File: src/rtl/pipelined_pair_mac.sv
// rtl/pipelined_pair_mac.sv - pipelined signed pair-product adder tree with streaming accumulator
// Optional MAC_SAT_EN: saturate the accumulator on overflow instead of wrapping.
module pipelined_pair_mac #(
  parameter int  N_WORDS  = 16,
  parameter int  NB_DATA  = 8,
  parameter int  NB_GUARD = 4,
  localparam int P        = (N_WORDS + 1) / 2,
  localparam int D        = $clog2(P),
  localparam int NB_SUM   = 2 * NB_DATA + D,
  localparam int NB_ACC   = NB_SUM + NB_GUARD
) (
  input  logic                       clock,
  input  logic                       reset,
  input  logic [N_WORDS*NB_DATA-1:0] i_data,
  input  logic                       i_valid,
  input  logic                       i_acc_en,
  input  logic                       i_acc_clr,
  output logic [NB_ACC-1:0]          o_data,
  output logic                       o_valid,
  output logic                       o_ovf
);
  localparam int P2 = 1 << D;

  logic signed [NB_SUM-1:0] term_w [0:P2-1];
  logic signed [NB_SUM-1:0] lvl_d  [0:D][0:P2-1];
  logic signed [NB_SUM-1:0] lvl_q  [0:D][0:P2-1];
  logic [D:0]               vld_d, vld_q, en_d, en_q, clr_d, clr_q;
  logic signed [NB_ACC-1:0] acc_d, acc_q, base_w;
  logic signed [NB_ACC:0]   exact_w;
  logic                     valid_d, valid_q, ovf_d, ovf_q;

  // Terms are held at full tree width so every level adds without further extension.
  for (genvar k = 0; k < P2; k++) begin : g_term
    if (2 * k + 1 < N_WORDS) begin : g_pair
      logic signed [NB_DATA-1:0]   a_w, b_w;
      logic signed [2*NB_DATA-1:0] prod_w;
      assign a_w       = i_data[(2*k+1)*NB_DATA-1 -: NB_DATA];
      assign b_w       = i_data[(2*k+2)*NB_DATA-1 -: NB_DATA];
      assign prod_w    = a_w * b_w;
      assign term_w[k] = NB_SUM'(prod_w);
    end else if (2 * k < N_WORDS) begin : g_odd
      logic signed [NB_DATA-1:0] a_w;
      assign a_w       = i_data[(2*k+1)*NB_DATA-1 -: NB_DATA];
      assign term_w[k] = NB_SUM'(a_w);
    end else begin : g_pad
      assign term_w[k] = '0;
    end
  end

  always_comb begin
    lvl_d    = lvl_q;
    vld_d[0] = i_valid;
    en_d[0]  = i_acc_en;
    clr_d[0] = i_acc_clr;
    for (int k = 0; k < P2; k++) lvl_d[0][k] = term_w[k];
    for (int l = 1; l <= D; l++) begin
      vld_d[l] = vld_q[l-1];
      en_d[l]  = en_q[l-1];
      clr_d[l] = clr_q[l-1];
      for (int k = 0; k < (P2 >> l); k++)
        lvl_d[l][k] = lvl_q[l-1][2*k] + lvl_q[l-1][2*k+1];
    end
  end

  // One extra bit of headroom makes the overflow test a simple top-two-bit compare.
  always_comb begin
    base_w  = clr_q[D] ? '0 : acc_q;
    exact_w = (NB_ACC+1)'(base_w) + (NB_ACC+1)'(lvl_q[D][0]);
    acc_d   = acc_q;
    valid_d = 1'b0;
    ovf_d   = 1'b0;
    if (vld_q[D]) begin
      valid_d = 1'b1;
      if (en_q[D]) begin
        ovf_d = exact_w[NB_ACC] != exact_w[NB_ACC-1];
`ifdef MAC_SAT_EN
        acc_d = ovf_d ? {exact_w[NB_ACC], {(NB_ACC-1){~exact_w[NB_ACC]}}}
                      : exact_w[NB_ACC-1:0];
`else
        acc_d = exact_w[NB_ACC-1:0];
`endif
      end else begin
        acc_d = NB_ACC'(lvl_q[D][0]);
      end
    end
  end

  always_ff @(posedge clock) begin
    if (reset) begin
      for (int l = 0; l <= D; l++)
        for (int k = 0; k < P2; k++) lvl_q[l][k] <= '0;
      vld_q   <= '0;
      en_q    <= '0;
      clr_q   <= '0;
      acc_q   <= '0;
      valid_q <= 1'b0;
      ovf_q   <= 1'b0;
    end else begin
      lvl_q   <= lvl_d;
      vld_q   <= vld_d;
      en_q    <= en_d;
      clr_q   <= clr_d;
      acc_q   <= acc_d;
      valid_q <= valid_d;
      ovf_q   <= ovf_d;
    end
  end

  assign o_data  = acc_q;
  assign o_valid = valid_q;
  assign o_ovf   = ovf_q;

endmodule

File: config.mk
export PLATFORM = sky130hd
export DESIGN_NAME = pipelined_pair_mac
export DESIGN_NICKNAME = d
export VERILOG_FILES = /design/src/rtl/pipelined_pair_mac.sv
export SDC_FILE = /design/constraint.sdc
export NUM_CORES = 2
export LEC_CHECK = 0
export ABC_AREA = 1
export BUFFER_PORTS_ARGS = -buffer_cell sky130_fd_sc_hd__buf_2
export CAP_MARGIN = 20
export CORE_MARGIN = 2
export CORE_UTILIZATION = 45
export DETAILED_ROUTE_END_ITERATION = 12
export GPL_TIMING_DRIVEN = 1
export SLEW_MARGIN = 20
export SYNTH_ARGS = -nofsm -noshare
export SYNTH_HDL_FRONTEND = slang
export SYNTH_SLANG_ARGS = --single-unit
export TNS_END_PERCENT = 10
File: constraint.sdc
create_clock -name clock -period 3.9 [get_ports clock]
set_input_delay 0.195 -clock clock [delete_from_list [all_inputs] [get_ports clock]]
set_output_delay 0.195 -clock clock [all_outputs]
set_load 0.1 [all_outputs]
==> key figures <==
Global routing
  • First-pass GRT wire length: 143 mm
  • Vias in the first global route: 30015
  • Initial antenna violation count: 0
  • Remaining Overflow, GRT: 0
  • Met1 Use GR: 28.8%
  • GR Util met3: 1.70%
  • Largest net degree at the start of global routing: 77
  • GR peak layer: met2
  • GR Util met2: 35.9%
  • Total GRT Usage: 21.0%

Synthesis
  • Seq/Total Area, Yosys: 16.2%
  • Xor/xnor share of the synthesized area: 1.63%
  • Largest family of logic cells by synthesized area: adder cells
  • Yosys warning count: 0
  • Cells after Synth: 4944
  • Synth Area in Compound Gates: 11.0%
  • Top FF cell, synth: dfxtp_1
  • Synth Area per Inst: 7.27 um^2
  • Cell Area, Synth: 0.0359 mm^2
  • Simple-Gate Fraction of Synth Area: 17.8%
  • Distinct cells, synth: 48
  • Synth top area share: 25.0%
  • Mux share of post-synthesis cell area: 0%
  • Synth area leaders: fa_1 25%, dfxtp_1 16%, inv_1 14%
  • Synth Area in Adders: 37.9%
  • Flops & latches, synth: 290
  • Syn Nets: 5896
  • FFs w/ async S/R, synth: 0%
  • Largest area contributor in the synthesized netlist: fa_1
  • EDFF count, synth: 0

Placement
  • Placed insts: 6285
  • Gpl congestion: 0.932
  • Placed Area: 0.0397 mm^2
  • Port bufs: 157
  • HPWL Detailed: 72.0 mm

Outcome
  • Status: finished clean

Critical path
  • CP Buf/Inv Count: 5
  • Data required, critical path: 4380 ps
  • CP max stage delay: 490 ps
  • Worst path slowest cell: fa_1
  • Cell family with most CP delay: adder cells
  • Critical Setup Path Class: input pin to flip-flop
  • Worst reg-to-reg setup slack: 1090 ps
  • Levels on crit path: 19
  • Critical path peak fanout: 7
  • Critical Path Sink Type: flip-flop
  • CP Cell Sequence: buf_2 -> inv_1 -> or2_2 -> fa_1 -> fa_1 -> inv_1 -> fa_1 -> inv_1 -> fa_1 -> inv_1 -> ha_1 -> a21oi_1 -> a21oi_1 -> nor2_1 -> nor2_1 -> o21ai_0 -> nand3_1 -> nand2_1 -> nor2_1
  • Crit path launch type: input pin
  • Reg2Reg Depth: 14
  • Critical Path AT: 3990 ps

Floorplanning
  • Die H: 287 um
  • Die Width: 287 um
  • # IOs: 158
  • Core Area: 0.0790 mm^2
  • Num rows: 103
  • Starting Density: 45.5%
  • Die area: 0.0821 mm^2

Finish
  • Ratio of cells with drive above 1 in the final layout: 11.0%
  • N_diodes: 0
  • Final Cell Area: 0.0410 mm^2
  • NumNets Final: 6223
  • Final cell count without fillers: 6344
  • Area Overhead vs Synth: 14.1%
  • Utilization after layout: 51.9%

Clock network
  • Post-CTS Setup Bufs: 0
  • CTS Buffer Depth: 3
  • CTS Buf Count: 30
  • Clock latency on the worst-skew pair: 580 ps
  • Clk slew on worst S/H paths: 70 ps
  • Num Clock Sinks: 290
  • TritonCTS clock tree: built
  • Clk Tree Root Cell: clkbuf_16
  • H-tree depth: 1

Drt
  • Drt via density: 4.74
  • DR DRC count: 0
  • Number of DRC markers in iteration 0: 1519
  • WL per Instance: 13.2 um
  • DRT Wirelength: 84.0 mm
  • Pre-Repair DR Iteration Count: 5
  • Vias: 30059
  • Routed Antenna Nets: 0

Pwr
  • Pwr Density: 614 mW/mm^2
  • Lkg Pwr: 23.4 nW
  • Total power: 25.2 mW
  • Worst VDD drop: 0.328 mV

Timing
  • Final setup fails: 0
  • Slew Viols, Final: 0
  • Unrepaired setup endpoints after global routing: no
  • Tcrit/Tclk final: 90.0%
  • Worst Tran Pin Value: 806 ps
  • Final Hold Fails: 0
  • Fmax: 0.285 GHz
  • Max_slew headroom: 46.2%
  • Clock skew: 8.71 ps
  • Minimum clock period: 3510 ps

Worst hold path
  • Hold path cells: 4
  • Hold crit path type: input pin to flip-flop

Run
  • Max cap viols: 0
[where the power goes]
part | switching (mW) | internal [mW]
sequential | 0.541 | 3.93
combinational | 9.97 | 7.42
clock | 1.28 | 2.00
total | 11.8 | 13.4
[flip-flops by register name, indices dropped and copies added (netlist names)]
| signal | cells |
|---|---|
| en_q | 4 |
| vld_q | 4 |
| o_ovf | 1 |
| o_valid | 1 |
| lvl_q | 253 |
| o_data | 23 |
| clr_q | 4 |
[worst paths after layout]
kind                        from                 endpoint
max                   i_data[47]    lvl_q[563]$_SDFF_PP0_
min                  i_data[112]    lvl_q[456]$_SDFF_PP0_
max reg2reg  clr_q[3]$_SDFF_PP0_  o_data[12]$_SDFFE_PP0P_
min reg2reg   en_q[0]$_SDFF_PP0_       en_q[1]$_SDFF_PP0_
[layout make-up]
type / count / area (um^2)
Inverter: 1323 / 4970
Tap cell: 1050 / 1310
Clock inverter: 21 / 335
Timing Repair Buffer: 457 / 3120
Clock buffer: 34 / 797
Fill cell: 7863 / 38000
Multi-Input combinational cell: 3169 / 24600
Sequential cell: 290 / 5810
[metal layers]
metal  up-vias  wire [um]
met1     13922      39700
met2       477      39300
met5         -          0
li1      15561          -
met3        99       3040
met4         0       1970
[synth_stat cells, drive strengths merged (8+ instances only)]
| cell type | instances |
|---|---|
| nand3b | 8 |
| fa | 448 |
| clkbuf | 153 |
| a211oi | 8 |
| or2 | 22 |
| o211ai | 10 |
| o31ai | 11 |
| o21bai | 24 |
| buf | 9 |
| o21ai | 220 |
| xnor2 | 48 |
| inv | 1322 |
| dfxtp | 290 |
| a21oi | 368 |
| nand2 | 933 |
| nand4 | 36 |
| ha | 371 |
| o21a | 25 |
| a21o | 19 |
| a31oi | 12 |
| nor2 | 378 |
| nand3 | 140 |
| nor3 | 48 |
| xor2 | 19 |
[worst min-delay path: cells and delay by family]
kind	cells	cell delay (ps)
and+or+nand+nor	2	110
buffers and inverters	2	260
[layout by cell type (no fill, tap or decap), drive strengths merged, types with 6 or more instances in the layout]
master,netlist,routed
inv,1322,1323
nand2,933,933
buf,9,452
fa,448,448
nor2,378,378
ha,371,371
a21oi,368,368
dfxtp,290,290
o21ai,220,220
nand3,140,140
xnor2,48,48
nor3,48,48
nand4,36,36
clkbuf,153,34
o21a,25,25
o21bai,24,24
or2,22,22
xor2,19,19
a21o,19,19
a31oi,12,12
o31ai,11,11
o211ai,10,10
nand3b,8,8
a211oi,8,8
bufinv,0,8
clkinv,1,7
clkinvlp,0,6
[per-stage QoR]
stage | setup slack [ps] | hold slack [ps] | setup TNS (ps)
floorplan | -9.23 | 302 | -16.1
global placement | -104 | 395 | -1070
detailed placement | -183 | 392 | -2630
CTS | 76.9 | 2.71 | 0
global route | 142 | 40.0 | 0
finish | 389 | 29.3 | 0
[cells by family after synthesis]
kind of cell,count (synthesis)
xor gates and xnor gates,67
buffers and inverters,1485
DFF,290
AOI/OAI and AO/OA,713
adders and majority gates,819
and+or+nand+nor,1570
[what timing repair did]
action	in CTS	in global routing
endpoints found under the setup margin	0	7
endpoints found under the hold margin	4	0
hold buffers	5	0
resized for setup	0	21
Power figures use the tool's default switching activity.
